### src/rtl/lsu_pkg.sv
// Shared types and helpers for the load/store unit: RV64 funct3 encodings,
// FSM states and the size/legality decoders used at request accept.
package lsu_pkg;

   localparam logic [2:0] F3_B  = 3'b000;
   localparam logic [2:0] F3_H  = 3'b001;
   localparam logic [2:0] F3_W  = 3'b010;
   localparam logic [2:0] F3_D  = 3'b011;
   localparam logic [2:0] F3_BU = 3'b100;
   localparam logic [2:0] F3_HU = 3'b101;
   localparam logic [2:0] F3_WU = 3'b110;

   typedef enum logic [1:0] {
      IDLE,
      READ,
      WRITE,
      RESP
   } lsu_state_t;

   function automatic logic [3:0] size_bytes(input logic [2:0] funct3);
      case (funct3[1:0])
         2'b00:   return 4'd1;
         2'b01:   return 4'd2;
         2'b10:   return 4'd4;
         default: return 4'd8;
      endcase
   endfunction

   // Unsigned stores do not exist, and every size must sit on its natural boundary.
   function automatic logic access_ok(input logic write, input logic [2:0] funct3,
                                      input logic [2:0] offset);
      logic ok;
      ok = 1'b1;
      if (funct3 == 3'b111) ok = 1'b0;
      if (write && funct3[2]) ok = 1'b0;
      case (funct3[1:0])
         2'b01:   if (offset[0] != 1'b0) ok = 1'b0;
         2'b10:   if (offset[1:0] != 2'b00) ok = 1'b0;
         2'b11:   if (offset != 3'b000) ok = 1'b0;
         default: ;
      endcase
      return ok;
   endfunction

endpackage

### src/rtl/lsu_if.sv
// Request/response and memory-side signals of the load/store unit.
// The slave modport is the unit itself; master is its environment.
interface lsu_if #(
   parameter int DATA_WIDTH = 64,
   parameter int ADDR_WIDTH = 64
);
   logic                  req_valid;
   logic                  req_ready;
   logic                  req_write;
   logic [2:0]            req_funct3;
   logic [ADDR_WIDTH-1:0] req_addr;
   logic [DATA_WIDTH-1:0] req_wdata;
   logic                  resp_valid;
   logic [DATA_WIDTH-1:0] resp_rdata;
   logic                  resp_error;
   logic [ADDR_WIDTH-1:0] mem_addr;
   logic                  mem_read;
   logic                  mem_write;
   logic [DATA_WIDTH-1:0] mem_wdata;
   logic [DATA_WIDTH-1:0] mem_rdata;

   modport slave (
      input  req_valid, req_write, req_funct3, req_addr, req_wdata, mem_rdata,
      output req_ready, resp_valid, resp_rdata, resp_error,
             mem_addr, mem_read, mem_write, mem_wdata
   );

   modport master (
      output req_valid, req_write, req_funct3, req_addr, req_wdata, mem_rdata,
      input  req_ready, resp_valid, resp_rdata, resp_error,
             mem_addr, mem_read, mem_write, mem_wdata
   );
endinterface

### src/rtl/lsu_lane_align.sv
// Combinational byte-lane logic: extracts and extends load data, and merges
// store bytes into the fetched memory word (little-endian lanes).
module lsu_lane_align
   import lsu_pkg::*;
#(
   parameter int DATA_WIDTH     = 64,
   parameter int WORD_BYTES_POW = 3
) (
   input  logic [DATA_WIDTH-1:0]     word_i,
   input  logic [WORD_BYTES_POW-1:0] offset_i,
   input  logic [2:0]                funct3_i,
   input  logic [DATA_WIDTH-1:0]     wdata_i,
   output logic [DATA_WIDTH-1:0]     load_data_o,
   output logic [DATA_WIDTH-1:0]     merged_word_o
);

   localparam int WORD_BYTES = 1 << WORD_BYTES_POW;

   logic [WORD_BYTES_POW+2:0] shamt;
   logic [DATA_WIDTH-1:0]     shiftedWord;
   logic [DATA_WIDTH-1:0]     shiftedWdata;
   logic                      signedLoad;
   logic [3:0]                sizeB;

   assign shamt        = {offset_i, 3'b000};
   assign shiftedWord  = word_i >> shamt;
   assign shiftedWdata = wdata_i << shamt;
   assign sizeB        = size_bytes(funct3_i);
   assign signedLoad   = !((funct3_i == F3_BU) || (funct3_i == F3_HU) || (funct3_i == F3_WU));

   always_comb begin
      load_data_o = shiftedWord;
      case (funct3_i[1:0])
         F3_B[1:0]: load_data_o = {{(DATA_WIDTH-8){signedLoad & shiftedWord[7]}},
                                   shiftedWord[7:0]};
         F3_H[1:0]: load_data_o = {{(DATA_WIDTH-16){signedLoad & shiftedWord[15]}},
                                   shiftedWord[15:0]};
         F3_W[1:0]: load_data_o = {{(DATA_WIDTH-32){signedLoad & shiftedWord[31]}},
                                   shiftedWord[31:0]};
         default:   load_data_o = shiftedWord;
      endcase
   end

   // A doubleword covers every lane, so it degenerates to the store data itself.
   always_comb begin
      merged_word_o = word_i;
      for (int k = 0; k < WORD_BYTES; k++) begin
         if ((k >= int'(offset_i)) && (k < int'(offset_i) + int'(sizeB)))
            merged_word_o[8*k +: 8] = shiftedWdata[8*k +: 8];
      end
   end

endmodule

### src/rtl/load_store_unit.sv
// RV64 load/store unit in front of a word-addressed memory: sub-word loads,
// read-modify-write sub-word stores, and error responses for bad accesses.
module load_store_unit
   import lsu_pkg::*;
#(
   parameter int DATA_WIDTH_POW = 6,
   parameter int ADDR_WIDTH_POW = 6,
   parameter int WORD_BYTES_POW = 3
) (
   input logic  clk_in,
   input logic  reset_n,
   lsu_if.slave bus
);

   localparam int DATA_WIDTH = 1 << DATA_WIDTH_POW;
   localparam int ADDR_WIDTH = 1 << ADDR_WIDTH_POW;

   lsu_state_t            state_q, state_d;
   logic                  write_q;
   logic                  error_q;
   logic [2:0]            funct3_q;
   logic [ADDR_WIDTH-1:0] addr_q;
   logic [DATA_WIDTH-1:0] wdata_q;
   logic [DATA_WIDTH-1:0] word_q;

   logic                  accept;
   logic                  reqOk;
   logic [DATA_WIDTH-1:0] loadData;
   logic [DATA_WIDTH-1:0] mergedWord;

   assign accept = bus.req_valid && (state_q == IDLE);
   assign reqOk  = access_ok(bus.req_write, bus.req_funct3,
                             bus.req_addr[WORD_BYTES_POW-1:0]);

   lsu_lane_align #(
      .DATA_WIDTH     (DATA_WIDTH),
      .WORD_BYTES_POW (WORD_BYTES_POW)
   ) u_lane_align (
      .word_i        (word_q),
      .offset_i      (addr_q[WORD_BYTES_POW-1:0]),
      .funct3_i      (funct3_q),
      .wdata_i       (wdata_q),
      .load_data_o   (loadData),
      .merged_word_o (mergedWord)
   );

   assign bus.mem_addr  = {addr_q[ADDR_WIDTH-1:WORD_BYTES_POW], {WORD_BYTES_POW{1'b0}}};
   assign bus.mem_wdata = mergedWord;

   always_ff @(posedge clk_in) begin
      if (!reset_n) state_q <= IDLE;
      else          state_q <= state_d;
   end

   always_ff @(posedge clk_in) begin
      if (!reset_n) begin
         write_q  <= 1'b0;
         error_q  <= 1'b0;
         funct3_q <= '0;
         addr_q   <= '0;
         wdata_q  <= '0;
         word_q   <= '0;
      end else begin
         if (accept) begin
            write_q  <= bus.req_write;
            error_q  <= !reqOk;
            funct3_q <= bus.req_funct3;
            addr_q   <= bus.req_addr;
            wdata_q  <= bus.req_wdata;
         end
         if (state_q == READ) word_q <= bus.mem_rdata;
      end
   end

   // Gating mem_write with reset_n keeps a reset edge during WRITE from committing.
   always_comb begin
      state_d        = state_q;
      bus.req_ready  = 1'b0;
      bus.resp_valid = 1'b0;
      bus.resp_rdata = '0;
      bus.resp_error = 1'b0;
      bus.mem_read   = 1'b0;
      bus.mem_write  = 1'b0;
      case (state_q)
         IDLE: begin
            bus.req_ready = 1'b1;
            if (bus.req_valid) begin
               if (!reqOk)
                  state_d = RESP;
               else if (bus.req_write && (bus.req_funct3 == F3_D))
                  state_d = WRITE;
               else
                  state_d = READ;
            end
         end
         READ: begin
            bus.mem_read = 1'b1;
            state_d      = write_q ? WRITE : RESP;
         end
         WRITE: begin
            bus.mem_write = reset_n;
            state_d       = RESP;
         end
         RESP: begin
            bus.resp_valid = 1'b1;
            bus.resp_error = error_q;
            if (!write_q && !error_q) bus.resp_rdata = loadData;
            state_d = IDLE;
         end
         default: state_d = IDLE;
      endcase
   end

endmodule

### src/flat_wrapper.sv
// flat-port wrapper written by rule: the top's interface ports become plain ports
module load_store_unit_flat import lsu_pkg::*;
#(
   parameter int DATA_WIDTH_POW = 6,
   parameter int ADDR_WIDTH_POW = 6,
   parameter int WORD_BYTES_POW = 3
)
  (clk_in, reset_n, bus_req_valid, bus_req_write, bus_req_funct3, bus_req_addr, bus_req_wdata, bus_mem_rdata, bus_req_ready, bus_resp_valid, bus_resp_rdata, bus_resp_error, bus_mem_addr, bus_mem_read, bus_mem_write, bus_mem_wdata);
  lsu_if bus_i ();
  input logic clk_in;
  input logic reset_n;
  input wire logic [$bits(bus_i.req_valid)-1:0] bus_req_valid;
  input wire logic [$bits(bus_i.req_write)-1:0] bus_req_write;
  input wire logic [$bits(bus_i.req_funct3)-1:0] bus_req_funct3;
  input wire logic [$bits(bus_i.req_addr)-1:0] bus_req_addr;
  input wire logic [$bits(bus_i.req_wdata)-1:0] bus_req_wdata;
  input wire logic [$bits(bus_i.mem_rdata)-1:0] bus_mem_rdata;
  output wire logic [$bits(bus_i.req_ready)-1:0] bus_req_ready;
  output wire logic [$bits(bus_i.resp_valid)-1:0] bus_resp_valid;
  output wire logic [$bits(bus_i.resp_rdata)-1:0] bus_resp_rdata;
  output wire logic [$bits(bus_i.resp_error)-1:0] bus_resp_error;
  output wire logic [$bits(bus_i.mem_addr)-1:0] bus_mem_addr;
  output wire logic [$bits(bus_i.mem_read)-1:0] bus_mem_read;
  output wire logic [$bits(bus_i.mem_write)-1:0] bus_mem_write;
  output wire logic [$bits(bus_i.mem_wdata)-1:0] bus_mem_wdata;
  assign bus_i.req_valid = bus_req_valid;
  assign bus_i.req_write = bus_req_write;
  assign bus_i.req_funct3 = bus_req_funct3;
  assign bus_i.req_addr = bus_req_addr;
  assign bus_i.req_wdata = bus_req_wdata;
  assign bus_i.mem_rdata = bus_mem_rdata;
  assign bus_req_ready = bus_i.req_ready;
  assign bus_resp_valid = bus_i.resp_valid;
  assign bus_resp_rdata = bus_i.resp_rdata;
  assign bus_resp_error = bus_i.resp_error;
  assign bus_mem_addr = bus_i.mem_addr;
  assign bus_mem_read = bus_i.mem_read;
  assign bus_mem_write = bus_i.mem_write;
  assign bus_mem_wdata = bus_i.mem_wdata;
  load_store_unit #(.DATA_WIDTH_POW(DATA_WIDTH_POW), .ADDR_WIDTH_POW(ADDR_WIDTH_POW), .WORD_BYTES_POW(WORD_BYTES_POW)) u_core (.clk_in(clk_in), .reset_n(reset_n), .bus(bus_i));
endmodule
### config.mk
export PLATFORM = sky130hd
export DESIGN_NAME = load_store_unit_flat
export DESIGN_NICKNAME = d
export VERILOG_FILES = /design/src/rtl/lsu_pkg.sv /design/src/rtl/lsu_if.sv /design/src/rtl/lsu_lane_align.sv /design/src/rtl/load_store_unit.sv /design/src/flat_wrapper.sv
export SDC_FILE = /design/constraint.sdc
export NUM_CORES = 1
export LEC_CHECK = 0
export CAP_MARGIN = 20
export CELL_PAD_IN_SITES_DETAIL_PLACEMENT = 1
export CELL_PAD_IN_SITES_GLOBAL_PLACEMENT = 2
export CORE_MARGIN = 5
export CORE_UTILIZATION = 24
export CTS_CLUSTER_DIAMETER = 50
export DETAILED_ROUTE_END_ITERATION = 8
export GPL_ROUTABILITY_DRIVEN = 0
export GPL_TIMING_DRIVEN = 0
export MAX_ROUTING_LAYER = met4
export PLACE_DENSITY = 0.89
export SLEW_MARGIN = 20
export SYNTH_ARGS = -nofsm -noshare
export SYNTH_HDL_FRONTEND = slang
export SYNTH_HIERARCHICAL = 1
export SYNTH_SLANG_ARGS = --single-unit
### constraint.sdc
create_clock -name clk_in -period 2.9 [get_ports clk_in]
set_input_delay 0.435 -clock clk_in [delete_from_list [all_inputs] [get_ports clk_in]]
set_output_delay 0.435 -clock clk_in [all_outputs]
set_load 0.01 [all_outputs]
==> impl_metrics.env <==
export IMPL_synth_top_area_share=0.317
export IMPL_grt_pass1_wl_um=96400
export IMPL_io_buffers=392
export IMPL_wl_per_cell_um=24.8
export IMPL_stdcell_area_um2=20600
export IMPL_core_um2=52200
export IMPL_final_antenna_net_count=0
export IMPL_cts_root_buf="clkbuf_16"
export IMPL_yosysSeqAreaShare=0.317
export IMPL_ys_types=54
export IMPL_clkSinkCount=199
export IMPL_drive_above_1_share=0.349
export IMPL_post_dp_hpwl_um=53400
export IMPL_min_path_type="register to register"
export IMPL_cts_htree_levels=4
export IMPL_cts_buffers=17
export IMPL_fin_crit_sh=1.23
export IMPL_final_util=0.395
export IMPL_synth_edf_count=0
export IMPL_cts_clk_slew_worst_paths_ps=90
export IMPL_min_period_ps=3560
export IMPL_worst_slack_ps=-657
export IMPL_layout_common_cells="nand2_1, clkdlybuf4s50_1, dfxtp_1"
export IMPL_violations="setup timing"
export IMPL_swShare=0.442
export IMPL_p_leak_uw=0.00803
export IMPL_clkLatencyLatePin_ps=490
export IMPL_initial_utilization=0.241
export IMPL_clock_path_buffers=2
export IMPL_slew_headroom=0.395
export IMPL_timing_hold_ws_ps=458
export IMPL_syn_area_um2=12600
export IMPL_yosysTopAreaCell="dfxtp_1"
export IMPL_first_iter_violations=1172
export IMPL_ys_ff_latch=199
export IMPL_fmax_ghz=0.281
export IMPL_rsz0062_at_grt="yes"
export IMPL_rrSetupSlack_ps=840
export IMPL_yosys_most_used_dff="dfxtp_1"
export IMPL_ys_warn_count=6
export IMPL_tritoncts="yes"
export IMPL_cp_data_arrival_time_ps=3120
export IMPL_fill_cells=6063
export IMPL_drc=0
export IMPL_setup_worst_path_start="u_core/funct3_q[1]"
export IMPL_power_frac_comb=0.576
export IMPL_maxSlewViolCount=0
export IMPL_worstPathMaxFanout=5
export IMPL_dieArea_um2=57100
export IMPL_status="finished with violations"
export IMPL_reg2reg_depth=5
export IMPL_grt_ovfl_total=0
export IMPL_layoutNonFillerInstCount=2799
export IMPL_seq_power_share=0.265
export IMPL_power_switching_uw=6820
export IMPL_dr_pass1_iters=5
export IMPL_clock_skew_ps=13.6
export IMPL_maxCapViolCount=0
export IMPL_ir_drop_mv=0.442
export IMPL_intPower_uw=8620
export IMPL_fin_nets=2295
export IMPL_tightest_slew_ps=900
export IMPL_syn_avg_cell_area_um2=7.88
export IMPL_drt_wl_total_um=69300
export IMPL_syn_to_final_growth_pct=64.1
export IMPL_rows=84
export IMPL_viasPerCell=5.11
export IMPL_fp_dieH_um=239
export IMPL_post_dp_cell_area_um2=17400
export IMPL_final_common_cell="nand2_1"
export IMPL_die_width_um=239
export IMPL_crit_path_start_kind="register"
export IMPL_async_flop_share=0
export IMPL_hold_viol=0
export IMPL_grt_use_total=0.233
export IMPL_grt_pass1_vias=14600
export IMPL_power_density_nw_per_um2=748
export IMPL_antenna_found_initial=9
export IMPL_critPathCaptureType="primary output"
export IMPL_io_pins=396
export IMPL_synth_area_leaders="dfxtp_1, nand2_1, mux2i_1"
export IMPL_path_class="register to primary output"
export IMPL_r2r_end="u_core/word_q[27]"
export IMPL_postCtsHoldBufs=0
export IMPL_placed_cells=2679
export IMPL_vias=14300
export IMPL_power_frac_clock=0.160
export IMPL_syn_inst=1597
export IMPL_power_total_uw=15400
export IMPL_timing_rr_start="u_core/state_q[0]"
export IMPL_final_setup_viol_count=127
export IMPL_grt_max_degree=22
export IMPL_required_ps=2470
export IMPL_endpoint="bus_mem_wdata[23]"
-- metrics by stage --
step / TNS, ps / worst slack [ps]
floorplan: 0 / 21.6
global placement: -107350 / -1630
detailed placement: -113570 / -1760
CTS: -53530 / -610
global route: -64320 / -750
finish: -53270 / -657
-- how the worst min path moves through the flow --
| stage | startpoint | to | cells past startpoint |
|---|---|---|---|
| floorplan | u_core/wdata_q[56] | u_core/wdata_q[56] | 2 |
| global route | bus_req_addr[14] | u_core/addr_q[14] | 3 |
| finish | u_core/addr_q[6] | u_core/addr_q[6] | 2 |
| global placement | u_core/addr_q[29] | u_core/addr_q[29] | 2 |
| CTS | bus_req_addr[7] | u_core/addr_q[7] | 3 |
| detailed placement | u_core/addr_q[6] | u_core/addr_q[6] | 2 |
-- cell usage after synthesis, types with 4 or more instances --
cell type  count
inv_1         12
a211oi_1      16
a21o_1         4
nor3b_1        6
nor3_1         5
a22oi_1        8
nor2_1       127
o22ai_1       29
mux2i_1      144
buf_4         67
dfxtp_1      199
mux2_2        71
o21ai_0       36
buf_2         58
and2_1        70
a21oi_1      203
a2bb2oi_1      7
mux4_2        28
nand2_1      385
buf_1          4
nor2b_1       15
ha_1           7
clkbuf_1      51
buf_6         10
-- power by group through the flow --
stage	registers, uW	logic, uW	clock network [uW]
3_5_place_dp	4050	6760	0
5_1_grt	4100	9320	2640
6_report	4090	8890	2470
3_3_place_gp	4010	6600	0
4_1_cts	4030	8120	2540
2_1_floorplan	3630	3980	0
-- per-layer routing --
metal / up-vias / part of all wire / global-route usage
met5: - / 0 / -
met4: 0 / 0.054 / 0.101
met3: 238 / 0.079 / 0.0575
met2: 735 / 0.49 / 0.386
met1: 6945 / 0.38 / 0.268
li1: 6382 / - / -
-- cell type report --
cell class | instances | area (um2) | area share
multi-input combinational | 1196 | 8770 | 0.425
clock inverter | 15 | 183 | 0.00885
buffer | 188 | 1510 | 0.0729
timing repair buffer | 472 | 4820 | 0.233
sequential | 199 | 4000 | 0.194
tap | 688 | 861 | 0.0417
clock buffer | 17 | 425 | 0.0206
antenna | 10 | 25.0 | 0.00121
inverter | 14 | 57.6 | 0.00279
-- kinds of logic after synthesis --
| kind of cell | share of synthesized area |
|---|---|
| mux | 0.228 |
| compound gates | 0.144 |
| flops | 0.317 |
| fa+ha+maj | 0.00855 |
| xor+xnor | 0.000696 |
| simple gates | 0.209 |
| other cells | 0.000298 |
| buf+inv | 0.0926 |
-- state kept, by name, summed over array words and instances (netlist names) --
register and flops:
u_core/addr_q 64, u_core/error_q 1, u_core/funct3_q 3, u_core/state_q 2, u_core/wdata_q 64, u_core/word_q 64
u_core/write_q 1
-- timing repair --
item,in CTS,in global routing
pin swaps,28,29
setup buffers,41,35
gates resized for setup,831,327
setup endpoints to repair,128,128
cloned,1,7
-- critical path, stage by stage, from the launching register on --
cell      delay (ps)
dfxtp_4          390
buf_8            130
nor2_4            60
ha_4             180
fa_2             450
xor2_4           250
a211oi_4          70
a221o_2          460
buf_4            180
mux2_4           330
buf_6            130
Power figures use the tool's default switching activity.
